## config.mk

```make
export PLATFORM = sky130hd
export DESIGN_NAME = count_readout_flat
export DESIGN_NICKNAME = d
export VERILOG_FILES = /design/src/rtl/count_readout_if.sv /design/src/rtl/count_readout.sv /design/src/flat_wrapper.sv
export SDC_FILE = /design/constraint.sdc
export NUM_CORES = 1
export LEC_CHECK = 0
export ABC_AREA = 1
export CAP_MARGIN = 20
export CORE_UTILIZATION = 45
export CTS_BUF_LIST = sky130_fd_sc_hd__clkbuf_16
export DETAILED_ROUTE_END_ITERATION = 12
export PLACE_DENSITY = 0.72
export SETUP_SLACK_MARGIN = 0.1
export SYNTH_ARGS = -nofsm -noshare
export SYNTH_HDL_FRONTEND = slang
export SYNTH_SLANG_ARGS = --single-unit
```

## constraint.sdc

```tcl
create_clock -name clk -period 6.4 [get_ports clk]
set_input_delay 1.28 -clock clk [delete_from_list [all_inputs] [get_ports clk]]
set_output_delay 1.28 -clock clk [all_outputs]
set_load 0.05 [all_outputs]
```

## src/rtl/count_readout_if.sv

```systemverilog
// Byte-stream link from the count readout to the host-link transmitter.
// The master drives data/valid and the slave drives ready.
interface count_readout_if;
    logic [7:0] out_data;
    logic       out_valid;
    logic       out_ready;

    modport master (
        output out_data,
        output out_valid,
        input  out_ready
    );

    modport slave (
        input  out_data,
        input  out_valid,
        output out_ready
    );
endinterface

```

## src/rtl/count_readout.sv

```systemverilog
// Snapshots the pulse counter on a tick or saturation edge, clears it, buffers snapshots and
// streams each one LSB-first as bytes. Optional sequence-number header: READOUT_SEQ_EN.
module count_readout #(
    parameter int unsigned RESOLUTION = 64,
    parameter int unsigned DEPTH      = 4
) (
    input  logic                  clk,
    input  logic                  reset,
    input  logic [RESOLUTION-1:0] counter_in,
    input  logic                  overflow,
    input  logic                  capture,
    output logic                  clear_out,
    output logic                  lost,
    count_readout_if.master       out_if
);
    localparam int unsigned AW   = $clog2(DEPTH);
    localparam int unsigned PtrW = AW + 1;
`ifdef READOUT_SEQ_EN
    localparam int unsigned HdrW = 8;
`else
    localparam int unsigned HdrW = 0;
`endif
    localparam int unsigned FrameW = RESOLUTION + HdrW;
    localparam int unsigned NBytes = FrameW / 8;
    localparam int unsigned IdxW   = (NBytes > 1) ? $clog2(NBytes) : 1;
    localparam logic [IdxW-1:0] LastIdx = IdxW'(NBytes - 1);

    typedef enum logic [1:0] {StIdle, StLoad, StSend} state_e;
    state_e state_q, state_d;

    logic              overflow_q, clear_q, lost_q;
    logic [PtrW-1:0]   wr_ptr_q, rd_ptr_q;
    logic [FrameW-1:0] mem_q [DEPTH];
    logic [FrameW-1:0] wr_entry;
    logic [FrameW-1:0] sr_q, sr_d, sr_shift;
    logic [IdxW-1:0]   idx_q, idx_d;
    logic [7:0]        out_data_q, out_data_d;
    logic              out_valid_q, out_valid_d;
    logic              trig, full, empty, push, pop, hs, last;

    assign trig     = capture | (overflow & ~overflow_q);
    assign empty    = (wr_ptr_q == rd_ptr_q);
    assign full     = (wr_ptr_q[AW] != rd_ptr_q[AW]) &&
                      (wr_ptr_q[AW-1:0] == rd_ptr_q[AW-1:0]);
    assign push     = trig & ~full;
    assign hs       = out_valid_q & out_if.out_ready;
    assign last     = (idx_q == LastIdx);
    assign sr_shift = sr_q >> 8;

`ifdef READOUT_SEQ_EN
    logic [7:0] seq_q;

    // Counts every trigger, dropped or not, so the host can see gaps.
    always_ff @(posedge clk) begin
        if (!reset) begin
            seq_q <= '0;
        end else if (trig) begin
            seq_q <= seq_q + 8'd1;
        end
    end

    // Header in the low byte so it leaves the shifter first.
    assign wr_entry = {counter_in, seq_q};
`else
    assign wr_entry = counter_in;
`endif

    // Full is judged on the registered pointers, so a same-cycle pop never frees a slot.
    always_ff @(posedge clk) begin
        if (!reset) begin
            overflow_q <= 1'b0;
            clear_q    <= 1'b0;
            lost_q     <= 1'b0;
            wr_ptr_q   <= '0;
            rd_ptr_q   <= '0;
        end else begin
            overflow_q <= overflow;
            clear_q    <= trig;
            if (trig && full) begin
                lost_q <= 1'b1;
            end
            if (push) begin
                wr_ptr_q <= wr_ptr_q + PtrW'(1);
            end
            if (pop) begin
                rd_ptr_q <= rd_ptr_q + PtrW'(1);
            end
        end
    end

    always_ff @(posedge clk) begin
        if (reset && push) begin
            mem_q[wr_ptr_q[AW-1:0]] <= wr_entry;
        end
    end

    always_ff @(posedge clk) begin
        if (!reset) begin
            state_q <= StIdle;
        end else begin
            state_q <= state_d;
        end
    end

    always_comb begin
        state_d = state_q;
        unique case (state_q)
            StIdle:  if (!empty) state_d = StLoad;
            StLoad:  state_d = StSend;
            StSend:  if (hs && last) state_d = StIdle;
            default: state_d = StIdle;
        endcase
    end

    always_comb begin
        pop         = 1'b0;
        sr_d        = sr_q;
        idx_d       = idx_q;
        out_valid_d = out_valid_q;
        out_data_d  = out_data_q;
        unique case (state_q)
            StIdle: begin
                if (!empty) begin
                    pop  = 1'b1;
                    sr_d = mem_q[rd_ptr_q[AW-1:0]];
                end
            end
            StLoad: begin
                out_valid_d = 1'b1;
                out_data_d  = sr_q[7:0];
                idx_d       = '0;
            end
            StSend: begin
                if (hs) begin
                    if (last) begin
                        out_valid_d = 1'b0;
                    end else begin
                        sr_d       = sr_shift;
                        out_data_d = sr_shift[7:0];
                        idx_d      = idx_q + IdxW'(1);
                    end
                end
            end
            default: ;
        endcase
    end

    always_ff @(posedge clk) begin
        if (!reset) begin
            sr_q        <= '0;
            idx_q       <= '0;
            out_valid_q <= 1'b0;
            out_data_q  <= '0;
        end else begin
            sr_q        <= sr_d;
            idx_q       <= idx_d;
            out_valid_q <= out_valid_d;
            out_data_q  <= out_data_d;
        end
    end

    assign clear_out        = clear_q;
    assign lost             = lost_q;
    assign out_if.out_valid = out_valid_q;
    assign out_if.out_data  = out_data_q;
endmodule

```

## src/flat_wrapper.sv

```systemverilog
// flat-port wrapper written by rule: the top's interface ports become plain ports
module count_readout_flat 
#(
    parameter int unsigned RESOLUTION = 64,
    parameter int unsigned DEPTH      = 4
)
  (clk, reset, counter_in, overflow, capture, clear_out, lost, out_if_out_data, out_if_out_valid, out_if_out_ready);
  count_readout_if out_if_i ();
  input  logic clk;
  input  logic reset;
  input  logic [RESOLUTION-1:0] counter_in;
  input  logic overflow;
  input  logic capture;
  output logic clear_out;
  output logic lost;
  output wire logic [$bits(out_if_i.out_data)-1:0] out_if_out_data;
  output wire logic [$bits(out_if_i.out_valid)-1:0] out_if_out_valid;
  input wire logic [$bits(out_if_i.out_ready)-1:0] out_if_out_ready;
  assign out_if_out_data = out_if_i.out_data;
  assign out_if_out_valid = out_if_i.out_valid;
  assign out_if_i.out_ready = out_if_out_ready;
  count_readout #(.RESOLUTION(RESOLUTION), .DEPTH(DEPTH)) u_core (.clk(clk), .reset(reset), .counter_in(counter_in), .overflow(overflow), .capture(capture), .clear_out(clear_out), .lost(lost), .out_if(out_if_i));
endmodule
```

======== Word-level counts from Yosys, hierarchy flattened ========
Memory sizes are Yosys's and may differ from the RTL's. A register that Yosys moved wholly into a read port is not among the register bits.
Index checks and enable logic that the tools add are counted.
cells by class
  muxes and demuxes ....................... 22
  bitwise operators ....................... 6
  reduce and logical (&&, ||, !) cells .... 11
  eq/ne operators ......................... 11
  $add $sub $neg .......................... 3
operators by type and width
  cell                 number
  $mux 64              3
  $pmux 64 s2          1
  $mux 8               2
  $pmux 8 s2           1
  $add 3x1->3 const B  3
  $mux 2               4
  $mux 1               6
  $mux 3               2
  $ne 2x1->1 const B   3
  $pmux 2 s3           1
  $pmux 3 s2           1
  $reduce_and 3->1     2
  $logic_and 1x1->1    4
  $ne 2x2->1 const B   2
  $reduce_and 4->1     1
  $reduce_bool 2->1    2
  $and 1x1->1          3
  $eq 3x3->1           1
  $eq 3x3->1 const B   1
  $eq 2x1->1 const B   1
  $eq 2x2->1           1
  $eq 2x2->1 const B   1
  $logic_not 2->1      1
  $not 1->1            2
  other kinds (4)      4
storage, ports and cells
  bits of input ports ..................... 69
  memories ................................ 1
  word-level logic and storage cells ...... 64
  register bits ........................... 87
  bits in writable memories ............... 256
memory list
  memory        depth  bits a word  read ports  clocked after memory_dff  write ports  line                 source
  u_core.mem_q  4      64           1           1                         1            count_readout.sv:33  logic [FrameW-1:0] mem_q [DEPTH];

======== Longest topological paths before layout ========
Gate-level depths: netlist of run 1.
  depth after elaboration ................. 7
  depth in mapped cells ................... 12
  mapped depth without buffers ............ 10

======== Least setup slack after synthesis of run 1 ========
Ideal clock, no wire load.
  path type ............................... in2reg
  start point ............................. input reset
  end point ............................... memory u_core.mem_q[0][0] in the netlist's numbering, enable pin
  library setup time ...................... 0.486 ns
  arrival ................................. 4.549 ns
  path slack .............................. 1.365 ns
  stages .................................. 5
  path through ............................ clkbuf_1 > inv_1 > nor2_1 > nand2_1 > nor2_1
on the way
  word-level cells in the longest chain between the ends .. 3
RTL lines
  item                          line                 source
  start, declared               flat_wrapper.sv:10   input logic reset;
  $logic_and 1x1->1             count_readout.sv:92  if (reset && push) begin
  $mux 1                        count_readout.sv:92
  $mux 1 (implied by the code)  count_readout.sv:93  mem_q[wr_ptr_q[AW-1:0]] <= wr_entry;
  end, declared                 count_readout.sv:33
No other way between the ends.

======== Final worst setup path of run 1 ========
  start point ............................. input overflow
  end point ............................... memory u_core.mem_q[0][59] in the netlist's numbering, enable pin
on the way
  word-level cells in the longest chain between the ends .. 6
RTL lines
  item                          line                 source
  start, declared               flat_wrapper.sv:12   input logic overflow;
  $and 1x1->1                   count_readout.sv:41  assign trig = capture | (overflow & ~overflow_q);
  $or 1x1->1                    count_readout.sv:41
  $and 1x1->1                   count_readout.sv:45  assign push = trig & ~full;
  $logic_and 1x1->1             count_readout.sv:92
  $mux 1                        count_readout.sv:92
  $mux 1 (implied by the code)  count_readout.sv:93
No other way between the ends.

==> results of run 1 <==
==> where the power goes <==
part	internal, uW	switching [uW]
registers	2700	158
clock network	1100	826
logic	696	1490
total	4490	2480
==> registers in the layout (all words and copies together), names as in the netlist, named ones only <==
register,count
u_core.rd_ptr_q,3
u_core.lost,1
u_core.sr_q,64
u_core.mem_q,256
u_core.out_if.out_data,8
u_core.clear_out,1
u_core.out_if.out_valid,1
u_core.wr_ptr_q,3
u_core.idx_q,3
u_core.overflow_q,1
u_core.state_q,2
==> Yosys cell counts <==
cell type | instances | share of area [%]
buf_1 | 6 | 0.16
nand2_1 | 586 | 15
o21ai_1 | 50 | 1.7
buf_6 | 5 | 0.39
a21oi_1 | 22 | 0.77
o21a_1 | 1 | 0.052
clkinv_1 | 1 | 0.026
inv_2 | 3 | 0.078
buf_4 | 12 | 0.63
a21o_1 | 1 | 0.052
o21ai_0 | 77 | 2.7
dfxtp_1 | 89 | 12
inv_1 | 100 | 2.6
clkbuf_1 | 38 | 0.99
nand4_2 | 1 | 0.087
ha_1 | 11 | 0.96
nand4_1 | 2 | 0.087
nor2_1 | 208 | 5.4
buf_2 | 20 | 0.70
nand2_2 | 1 | 0.044
nand3_1 | 33 | 1.1
edfxtp_1 | 256 | 53
xor2_1 | 2 | 0.12
xnor2_2 | 1 | 0.11
==> layer usage <==
layer  track usage [%]  up-vias
li1                  -     5002
met2              32.2      229
met3              2.78       49
met5                 0        -
met4              6.19        0
met1              24.3     4659
==> area by class of cell <==
type	count	area (sq um)
Inverter	104	392
Tap cell	402	503
Sequential cell	345	9470
Clock inverter	27	123
Fill cell	2724	14900
Multi-Input combinational cell	996	4150
Clock buffer	39	976
Timing Repair Buffer	94	918
==> kinds of logic after synthesis <==
| group | after synthesis |
|---|---|
| AO/OA/AOI/OAI | 151 |
| XOR/XNOR | 3 |
| adder cells (fa/ha/maj) | 11 |
| buffers and inverters | 185 |
| flip-flops | 345 |
| AND/OR/NAND/NOR | 831 |
==> tightest hold or removal path, delay by kind of cell, from the launching register on <==
family,cells,cell delay [ns]
AOI/OAI and AO/OA,1,0.05
DFF,1,0.31
and+or+nand+nor,1,0.06
==> layout by cell type (no fill, tap or decap), types with 2 or more instances in the layout <==
cell	Yosys	layout
nand2_1	586	586
inv_1	100	115
o21ai_1	50	50
a21oi_1	22	22
dfxtp_1	89	87
inv_2	3	4
nor2_4	0	4
edfxtp_1	256	256
clkbuf_16	0	39
clkinv_1	1	6
nand3_1	33	33
buf_4	12	14
clkdlybuf4s50_1	0	78
clkinv_2	0	4
ha_1	11	10
xor2_1	2	2
nor2_1	208	204
nand4_1	2	2
o21ai_0	77	77
==> per-stage QoR <==
step | power [uW] | hold WS [ns] | utilization, % | worst slack (ns)
3_5_place_dp | 5060 | 0.457 | 48.9 | 2.36
3_3_place_gp | 5010 | 0.452 | 48.9 | 2.40
4_1_cts | 7010 | 0.465 | 52.4 | 2.84
5_1_grt | 7470 | 0.474 | 52.5 | 2.69
2_1_floorplan | 4600 | 0.448 | - | 1.36
6_report | 6970 | 0.462 | 52.5 | 2.91
==> worst paths after layout <==
path | start | to | slack, ns | cells after the start
max | overflow | u_core.mem_q[0][59]$_DFFE_PP_ | 2.91 | 7
min | u_core.out_if.out_data[7]$_SDFFE_PN0P_ | u_core.out_if.out_data[7]$_SDFFE_PN0P_ | 0.46 | 2
max reg2reg | u_core.state_q[0]$_SDFFE_PN0P_ | u_core.sr_q[30]$_SDFFE_PN0P_ | 3.19 | 11
min reg2reg | u_core.out_if.out_data[7]$_SDFFE_PN0P_ | u_core.out_if.out_data[7]$_SDFFE_PN0P_ | 0.46 | 2
==> summary.md, run 1 <==
| Metric | Value |
|---|---|
| Max layer used | `met4` |
| Netlist cell types | `24` |
| Synth-to-layout area growth | `15.0%` |
| Vias in the first global route | `just under 10k` |
| Nets | `around 1.7k` |
| Max Slew Vio Count | `0` |
| Largest net degree at the start of global routing | `117` |
| Max Cap Violations | `0` |
| Synth warnings | `0` |
| Post-CTS Resized | `0` |
| Die Ht | `181 um` |
| CP endpoint kind | `flip-flop` |
| Compound-Gate Fraction of Synth Area | `roughly 5.3%` |
| Worst Path Required | `6.53 ns` |
| H-tree Lvls | `2` |
| Routed length on met2 | `around 15000 um` |
| Mapped cell area | `14400 sq um` |
| CP cell instances | `clkdlybuf4s50_1, a21o_1, inv_1, nor2_1, nand2_1, nor2_4, buf_4` |
| RSZ-0062 raised after global routing | `false` |
| CTS Buffer Depth | `3` |
| Drt total wl | `about 30000 um` |
| Setup CP Type | `input port to flip-flop` |
| Clk_lat worst skew | `around 0.52 ns` |
| Startpoint types | `input port` |
| I/O Buffers | `79` |
| Die W | `between 150 and 200 um` |
| Max-slew headroom | `a little over a third` |
| Reg clk slew, reported paths | `0.06 ns` |
| P per Cell Area | `between 400 and 500 nW/um^2` |
| Register area share after synthesis | `65.8%` |
| Layout cells sized above 1 | `between 4 and 5%` |
| Root cell of the clock tree | `clkbuf_16` |
| Mapped Nets | `1606` |
| Hold WC Path Type | `flip-flop to flip-flop` |
| Initial Util | `45.7%` |
| Outcome | `finished clean` |
| # setup viols final | `0` |
| Met3 wire length | `approximately 1300 um` |
| Initial antenna violation count | `0` |
| Pleak | `0.00678 uW` |
| Clk_skew | `0.0228 ns` |
| # diodes | `0` |
| CTS tree | `built` |
| Tcrit/Tclk final | `54.5%` |
| Final hold vios | `0` |
| DRC | `0` |
| Cell family with most CP delay | `buffers and inverters` |
| #FFs+latches synth | `between 300 and 400` |
| First-pass GRT wire length | `slightly below 50000 um` |
| TritonCTS Buffers | `36` |
| DR pass1 iterations | `5` |
| Combinational family with the most area after synthesis | `simple AND/OR/NAND/NOR gates` |
| Post-Syn Instances | `about 1.5k` |
| Initial drt markers | `between 700 and 800` |
| Core area | `roughly 31000 sq um` |
| Global Route Usage Sum | `18.7%` |
| Vias per cell | `between 4 and 5` |
| Crit path buf inv count | `3` |
| IO Count | `80` |
| Final Non-Filler Cells | `~2.0k` |
| Post-synthesis simple-gate area fraction | `between 20% and 30%` |
| Crit path time final | `between 3 and 4 ns` |
| Routed len/inst | `15.0 um` |
| M1 WL | `13500 um` |
| Setup Total Neg Slack | `0 ns` |
| Postcts setup bufs | `0` |
| CP max stage delay | `0.68 ns` |
| Total global routing overflow | `0` |
| CP max stage cell | `buf_4` |
| Mean Syn Cell Area | `roughly 9.4 sq um` |
| Final instance area | `approximately 17000 sq um` |
| Core Rows | `65` |
| Peak supply drop | `between 200 and 300 uV` |
| Fmax | `287 MHz` |
| Mux cell area share after synthesis | `0%` |
| Antenna viol nets, final | `0` |
| Worst Tran Pin Value | `0.951 ns` |
| Critical Path Fanout Max | `48` |
| Arrival time at the worst endpoint | `between 3 and 4 ns` |
| Post-Synth XOR/XNOR Area | `less than 1%` |
| Die ar. | `about 33000 sq um` |
| Routability cong. | `between 0.7 and 0.8` |
| Hold_buf cts | `0` |
| Adder-Cell Fraction of Synth Area | `less than 1%` |
| Hpwl dp | `~17000 um` |
| Vias | `between 9k and 10k` |
| Placed Cells | `a little under 2k` |
| Dpl cell area | `15400 sq um` |
| Clk sinks | `between 300 and 400` |
Note: power is estimated with default switching activity, not from simulation.
==> run 2: changes to the inputs <==
PLACE_DENSITY = 0.74   (was 0.72)
clock period = 3.05 ns   (was 6.4 ns; I/O delays follow)
==> run 2 against run 1 <==
Against the previous run: clock-buffer cell count shrank 2; combinational power grew 120%; non-clock buffer count is 7 higher; worst hold slack improved by 0.00090 ns; die area unchanged; setup slack worse by 2.2 ns; critical path type is now flip-flop to output pin; critical endpoint is now out_if_out_valid.
==> summary.md, run 2 (synthesized netlist as in run 1, its figures left out) <==
| Metric | Value |
|---|---|
| Nets | `1665 (was 1657)` |
| Initial drt markers | `765 (was 744)` |
| Fmax | `~440 MHz` |
| Crit path buf inv count | `1 (was 3)` |
| I/O Buffers | `79 (unchanged)` |
| Vias per cell | `5.00 (was 4.95)` |
| Die W | `181 um (unchanged)` |
| FF-to-FF setup slack | `0.82 ns (was 3.19 ns)` |
| Die ar. | `32700 sq um (unchanged)` |
| Reg2Reg Capture Point | `u_core.sr_q[33]$_SDFFE_PN0P_ (was u_core.sr_q[30]$_SDFFE_PN0P_)` |
| Postcts setup bufs | `0 (unchanged)` |
| Hold_buf cts | `0 (unchanged)` |
| Peak supply drop | `615 uV (was 277 uV)` |
| Hold WC Path Type | `flip-flop to flip-flop (unchanged)` |
| DRC | `0 (unchanged)` |
| Outcome | `finished clean (unchanged)` |
| Filler cells | `2657 (was 2724)` |
| # diodes | `0 (unchanged)` |
| Clk_lat worst skew | `0.52 ns (about the same)` |
| Core area | `31500 sq um (unchanged)` |
| Vias | `10.1k (was 9939)` |
| Multi-input gate area | `4150 sq um (unchanged)` |
| CP max stage delay | `0.82 ns (was 0.68 ns)` |
| P per Cell Area | `883 nW/um^2 (was 422 nW/um^2)` |
| Max-slew headroom | `44.5% (was 36.6%)` |
| # setup viols final | `0 (unchanged)` |
| Clk sinks | `345 (unchanged)` |
| Routability cong. | `0.750 (was 0.758)` |
| Antenna viol nets, final | `0 (unchanged)` |
| Final Non-Filler Cells | `2015 (was 2007)` |
| Reg clk slew, reported paths | `0.06 ns (about the same)` |
| Initial antenna violation count | `0 (unchanged)` |
| Routed len/inst | `15.3 um (was 15.0 um)` |
| Cell family with most CP delay | `buffers and inverters (unchanged)` |
| Vias in the first global route | `9911 (was 9710)` |
| Die Ht | `181 um (unchanged)` |
| IO Count | `80 (unchanged)` |
| Max FFs per register | `256 (unchanged)` |
| Worst reg2reg startpoint | `u_core.state_q[1]$_SDFFE_PN0P_ (was u_core.state_q[0]$_SDFFE_PN0P_)` |
| Drt total wl | `30700 um (was 30100 um)` |
| Tcrit/Tclk final | `75.2%` |
| TritonCTS Buffers | `37 (was 36)` |
| Largest net degree at the start of global routing | `129 (was 117)` |
| Root cell of the clock tree | `clkbuf_16 (unchanged)` |
| Crit path time final | `2.29 ns` |
| R2R cell count | `8 (was 11)` |
| Total global routing overflow | `0 (unchanged)` |
| Worst Hold Path Cells | `2 (unchanged)` |
| CP endpoint kind | `output pin (was flip-flop)` |
| Clk_skew | `0.0221 ns (was 0.0228 ns)` |
| Arrival time at the worst endpoint | `1.68 ns (was 3.62 ns)` |
| Placed Cells | `1948 (was 1940)` |
| Global Route Usage Sum | `19.2% (was 18.7%)` |
| Startpoint types | `flip-flop (was input port)` |
| Layout cells sized above 1 | `4.96% (was 4.67%)` |
| Total power | `14700 uW (was 6970 uW)` |
| Pleak | `0.00682 uW (was 0.00678 uW)` |
| Max Slew Vio Count | `0 (unchanged)` |
| Synth-to-layout area growth | `15.8% (was 15.0%)` |
| Final hold vios | `0 (unchanged)` |
| Max Cap Violations | `0 (unchanged)` |
| Endpoint of the worst hold path | `u_core.out_if.out_data[5]$_SDFFE_PN0P_ (was u_core.out_if.out_data[7]$_SDFFE_PN0P_)` |
| CTS tree | `built (unchanged)` |
| Post-placement worst setup slack | `0.418 ns (was 2.36 ns)` |
| Core Rows | `65 (unchanged)` |
| RSZ-0062 raised after global routing | `false (unchanged)` |
| CP cell instances | `clkdlybuf4s50_1 (was clkdlybuf4s50_1, a21o_1, inv_1, nor2_1, nand2_1, nor2_4, buf_4)` |
| Worst Path Required | `2.44 ns (was 6.53 ns)` |
| Critical Path Fanout Max | `4 (was 48)` |
| Register area | `9470 sq um (unchanged)` |
| Most common cell after layout, fill and taps aside | `nand2_1 (unchanged)` |
| Initial Util | `45.7% (unchanged)` |
| Hpwl dp | `17800 um (was 17300 um)` |
| Worst Tran Pin Value | `0.833 ns (was 0.951 ns)` |
| First-pass GRT wire length | `50300 um (was 49100 um)` |
| Final worst slack | `0.756 ns (was 2.91 ns)` |
| Setup CP Type | `flip-flop to output pin (was input port to flip-flop)` |
| Post-CTS Resized | `0 (unchanged)` |
| CP max stage cell | `clkdlybuf4s50_1 (was buf_4)` |
| DR pass1 iterations | `5 (unchanged)` |
| H-tree Lvls | `2 (unchanged)` |
| CTS Buffer Depth | `3 (unchanged)` |
| Most frequent cells in the layout | `nand2_1, edfxtp_1, nor2_1 (unchanged)` |
| Worst hold path startpoint | `u_core.out_if.out_data[5]$_SDFFE_PN0P_ (was u_core.out_if.out_data[7]$_SDFFE_PN0P_)` |
==> run 2: worst max-delay path by stage <==
stage,from,cells past startpoint,endpoint
2_1_floorplan,reset,5,u_core.mem_q[0][0]$_DFFE_PP_
3_3_place_gp,overflow,7,u_core.mem_q[1][50]$_DFFE_PP_
3_5_place_dp,overflow,7,u_core.mem_q[2][11]$_DFFE_PP_
4_1_cts,u_core.out_if.out_valid$_SDFFE_PN0P_,1,out_if_out_valid
5_1_grt,u_core.state_q[1]$_SDFFE_PN0P_,8,u_core.sr_q[48]$_SDFFE_PN0P_
6_report,u_core.out_if.out_valid$_SDFFE_PN0P_,1,out_if_out_valid
==> run 2: power breakdown <==
group	internal [uW]	total, uW	leakage, uW	switching, uW
Clock	2290	4030	0.000576	1740
Sequential	5670	5920	0.00307	257
Combinational	1520	4750	0.00317	3230
==> run 2: area by class of cell <==
cell class                      count  area share (%)
Timing Repair Buffer              101            6.31
Sequential cell                   345            56.9
Tap cell                          402            3.02
Multi-Input combinational cell    996            24.9
Clock inverter                     30           0.954
Inverter                          104            2.35
Clock buffer                       37            5.56
==> run 2: stage by stage <==
step / setup TNS (ns) / instance area, sq um / util [%] / hold WS [ns]
after detailed placement: 0 / 15600 / 49.5 / 0.458
after floorplan: -73.91 / 14400 / - / 0.448
final: 0 / 16700 / 52.9 / 0.463
after global routing: 0 / 16700 / 52.9 / 0.466
after global placement: 0 / 15600 / 49.5 / 0.451
after CTS: 0 / 16700 / 52.9 / 0.454
==> run 2: layer usage <==
layer	global-route usage (%)	vias to the layer above	routed length, um
li1	-	5013	-
met1	24.9	4716	13300
met2	33.8	305	15200
met3	2.44	39	1690
met4	5.50	0	573
met5	0	-	0
==> run 3: changes to the inputs <==
clock period = 2 ns   (was 3.05 ns; I/O delays follow)
==> run 3 against run 2 <==
Against the previous run: via count decreased by 0.29%; wire length decreased by 1.2%; setup slack worse by 0.59 ns; register-to-register slack worse by 0.60 ns; sequential share of layout area is 1.2 points lower.
==> summary.md, run 3 (synthesized netlist as in run 1, its figures left out) <==
| Metric | Value |
|---|---|
| Total global routing overflow | `0 (unchanged)` |
| Most frequent cells in the layout | `nand2_1, edfxtp_1, nor2_1 (unchanged)` |
| Setup CP Type | `flip-flop to output pin (unchanged)` |
| Post-CTS Resized | `11 (was 0)` |
| Max FFs per register | `256 (unchanged)` |
| Hold WC Path Type | `input port to flip-flop (was flip-flop to flip-flop)` |
| Vias in the first global route | `9577 (was 9911)` |
| M1 WL | `13800 um (was 13300 um)` |
| Die W | `181 um (unchanged)` |
| Gate power share | `32.1% (was 32.3%)` |
| Hpwl dp | `17900 um (was 17800 um)` |
| Synth-to-layout area growth | `18.3% (was 15.8%)` |
| Pleak | `0.00699 uW (was 0.00682 uW)` |
| Die ar. | `32700 sq um (unchanged)` |
| Vias per cell | `4.95 (was 5.00)` |
| H-tree Lvls | `2 (unchanged)` |
| Instance count on the critical path | `1 (unchanged)` |
| FF-to-FF setup slack | `0.22 ns (was 0.82 ns)` |
| First-pass GRT wire length | `48800 um (was 50300 um)` |
| Met3 wire length | `1210 um (was 1690 um)` |
| # diodes | `0 (unchanged)` |
| Total power | `23400 uW (was 14700 uW)` |
| Tcrit/Tclk final | `about nine tenths` |
| Core area | `31500 sq um (unchanged)` |
| Initial Util | `45.7% (unchanged)` |
| Clk_skew | `0.0201 ns (was 0.0221 ns)` |
| Initial antenna violation count | `0 (unchanged)` |
| Largest net degree at the start of global routing | `89 (was 129)` |
| DRC | `0 (unchanged)` |
| Reg clk slew, reported paths | `0.06 ns (about the same)` |
| Routed len/inst | `15.0 um (was 15.3 um)` |
| Layout cells sized above 1 | `7.01% (was 4.96%)` |
| Antenna viol nets, final | `0 (unchanged)` |
| CTS tree | `built (unchanged)` |
| Worst Tran Pin Value | `0.825 ns (was 0.833 ns)` |
| Max layer used | `met4 (unchanged)` |
| Setup crit end | `out_if_out_valid (unchanged)` |
| Worst reg2reg startpoint | `u_core.wr_ptr_q[1]$_SDFFE_PN0P_ (was u_core.state_q[1]$_SDFFE_PN0P_)` |
| Sw Pwr | `8190 uW (was 5230 uW)` |
| Max Cap Violations | `0 (unchanged)` |
| CP max stage delay | `0.55 ns (was 0.82 ns)` |
| Startpoint types | `flip-flop (unchanged)` |
| Routed length on met2 | `14800 um (was 15200 um)` |
| CP max stage cell | `dlygate4sd2_1 (was clkdlybuf4s50_1)` |
| Max-slew headroom | `45.0% (was 44.5%)` |
| DR pass1 iterations | `5 (unchanged)` |
| Vias | `10.0k (was 10.1k)` |
| Postcts setup bufs | `0 (unchanged)` |
| Dpl cell area | `15800 sq um (was 15600 sq um)` |
| Internal power | `15200 uW (was 9480 uW)` |
| Root cell of the clock tree | `clkbuf_16 (unchanged)` |
| Clk sinks | `345 (unchanged)` |
| Routability cong. | `0.778 (was 0.750)` |
| Drt total wl | `30400 um (was 30700 um)` |
| Final hold vios | `0 (unchanged)` |
| Max Slew Vio Count | `0 (unchanged)` |
| Nets | `1677 (was 1665)` |
| Arrival time at the worst endpoint | `1.43 ns (was 1.68 ns)` |
| Crit path time final | `around 1.8 ns` |
| Die Ht | `181 um (unchanged)` |
| Sequential share of power | `38.6% (was 40.3%)` |
| Cell family with most CP delay | `buffers and inverters (unchanged)` |
| WHS | `0.242 ns (was 0.463 ns)` |
| Most common cell after layout, fill and taps aside | `nand2_1 (unchanged)` |
| Net Sw Frac | `35.0% (was 35.6%)` |
| Fmax | `~550 MHz` |
| Crit path buf inv count | `1 (unchanged)` |
| Reg2Reg Capture Point | `u_core.mem_q[2][18]$_DFFE_PP_ (was u_core.sr_q[33]$_SDFFE_PN0P_)` |
| CTS Buffer Depth | `3 (unchanged)` |
| Outcome | `finished clean (unchanged)` |
| Global Route Usage Sum | `18.8% (was 19.2%)` |
| Final instance area | `17000 sq um (was 16700 sq um)` |
| CP endpoint kind | `output pin (unchanged)` |
| Clock power frac | `29.4% (was 27.4%)` |
| Setup Total Neg Slack | `0 ns (unchanged)` |
| I/O Buffers | `79 (unchanged)` |
| CP cell instances | `dlygate4sd2_1 (was clkdlybuf4s50_1)` |
| IO Count | `80 (unchanged)` |
| Clk_lat worst skew | `0.53 ns (was 0.52 ns)` |
| Initial drt markers | `944 (was 765)` |
| Core Rows | `65 (unchanged)` |
| RSZ-0062 raised after global routing | `true (was false)` |
| Critical Path Fanout Max | `4 (unchanged)` |
| Peak supply drop | `761 uV (was 615 uV)` |
| Hold_buf cts | `0 (unchanged)` |
| R2R cell count | `7 (was 8)` |
| Worst Path Required | `1.60 ns (was 2.44 ns)` |
| Worst Setup SP | `u_core.out_if.out_valid$_SDFFE_PN0P_ (unchanged)` |
| # setup viols final | `0 (unchanged)` |
| P per Cell Area | `1380 nW/um^2 (was 883 nW/um^2)` |
| TritonCTS Buffers | `37 (unchanged)` |
-- run 3: cell types whose count changed in the layout (fill, tap and decap cells not counted), moves of 4 or more --
cell / before / now
inv_1: 114 / 101
clkdlybuf4s50_1: 78 / 67
dlygate4sd2_1: 0 / 11
buf_12: 8 / 17
clkinv_2: 3 / 10
bufinv_16: 1 / 5
clkinv_1: 10 / 6
-- run 3: per-stage QoR --
step	util, %	instances	setup WS, ns
2_1_floorplan	-	1526	-0.199
3_3_place_gp	50.2	1960	-0.198
3_5_place_dp	50.2	1960	-0.204
4_1_cts	54.0	2028	0.149
5_1_grt	54.1	2028	0.0891
6_report	54.1	2028	0.167
-- run 3: cell type report --
cell class	instances	area, sq um
sequential	345	9470
inverter	104	394
multi-input combinational	996	4170
clock inverter	31	308
clock buffer	37	926
timing repair buffer	113	1240
fill	2613	14500
tap	402	503
-- run 3: per-layer routing --
metal  GRT usage, %  vias to the layer above
li1               -                     5044
met1           24.8                     4725
met2           31.9                      228
met3           2.58                       47
met4           6.36                        0
met5              0                        -
-- run 3: how the worst min path moves through the flow --
stage                                                 startpoint  slack [ns]                                     end  depth (start not counted)
after detailed placement  u_core.out_if.out_data[7]$_SDFFE_PN0P_        0.46  u_core.out_if.out_data[7]$_SDFFE_PN0P_                          2
after CTS                                                  reset        0.22  u_core.out_if.out_data[2]$_SDFFE_PN0P_                          3
after global routing                                       reset        0.26  u_core.out_if.out_data[3]$_SDFFE_PN0P_                          3
after global placement    u_core.out_if.out_data[6]$_SDFFE_PN0P_        0.45  u_core.out_if.out_data[6]$_SDFFE_PN0P_                          2
final                                                      reset        0.24  u_core.out_if.out_data[2]$_SDFFE_PN0P_                          3
after floorplan                     u_core.idx_q[2]$_SDFFE_PN0P_        0.45            u_core.idx_q[2]$_SDFFE_PN0P_                          2
-- run 3: power groups by stage --
stage | clock network (uW) | logic (uW) | registers (uW)
2_1_floorplan | 0 | 5470 | 9260
3_3_place_gp | 0 | 7340 | 9130
3_5_place_dp | 0 | 7470 | 9160
4_1_cts | 6970 | 7510 | 9020
5_1_grt | 7270 | 8560 | 9100
6_report | 6870 | 7500 | 9030
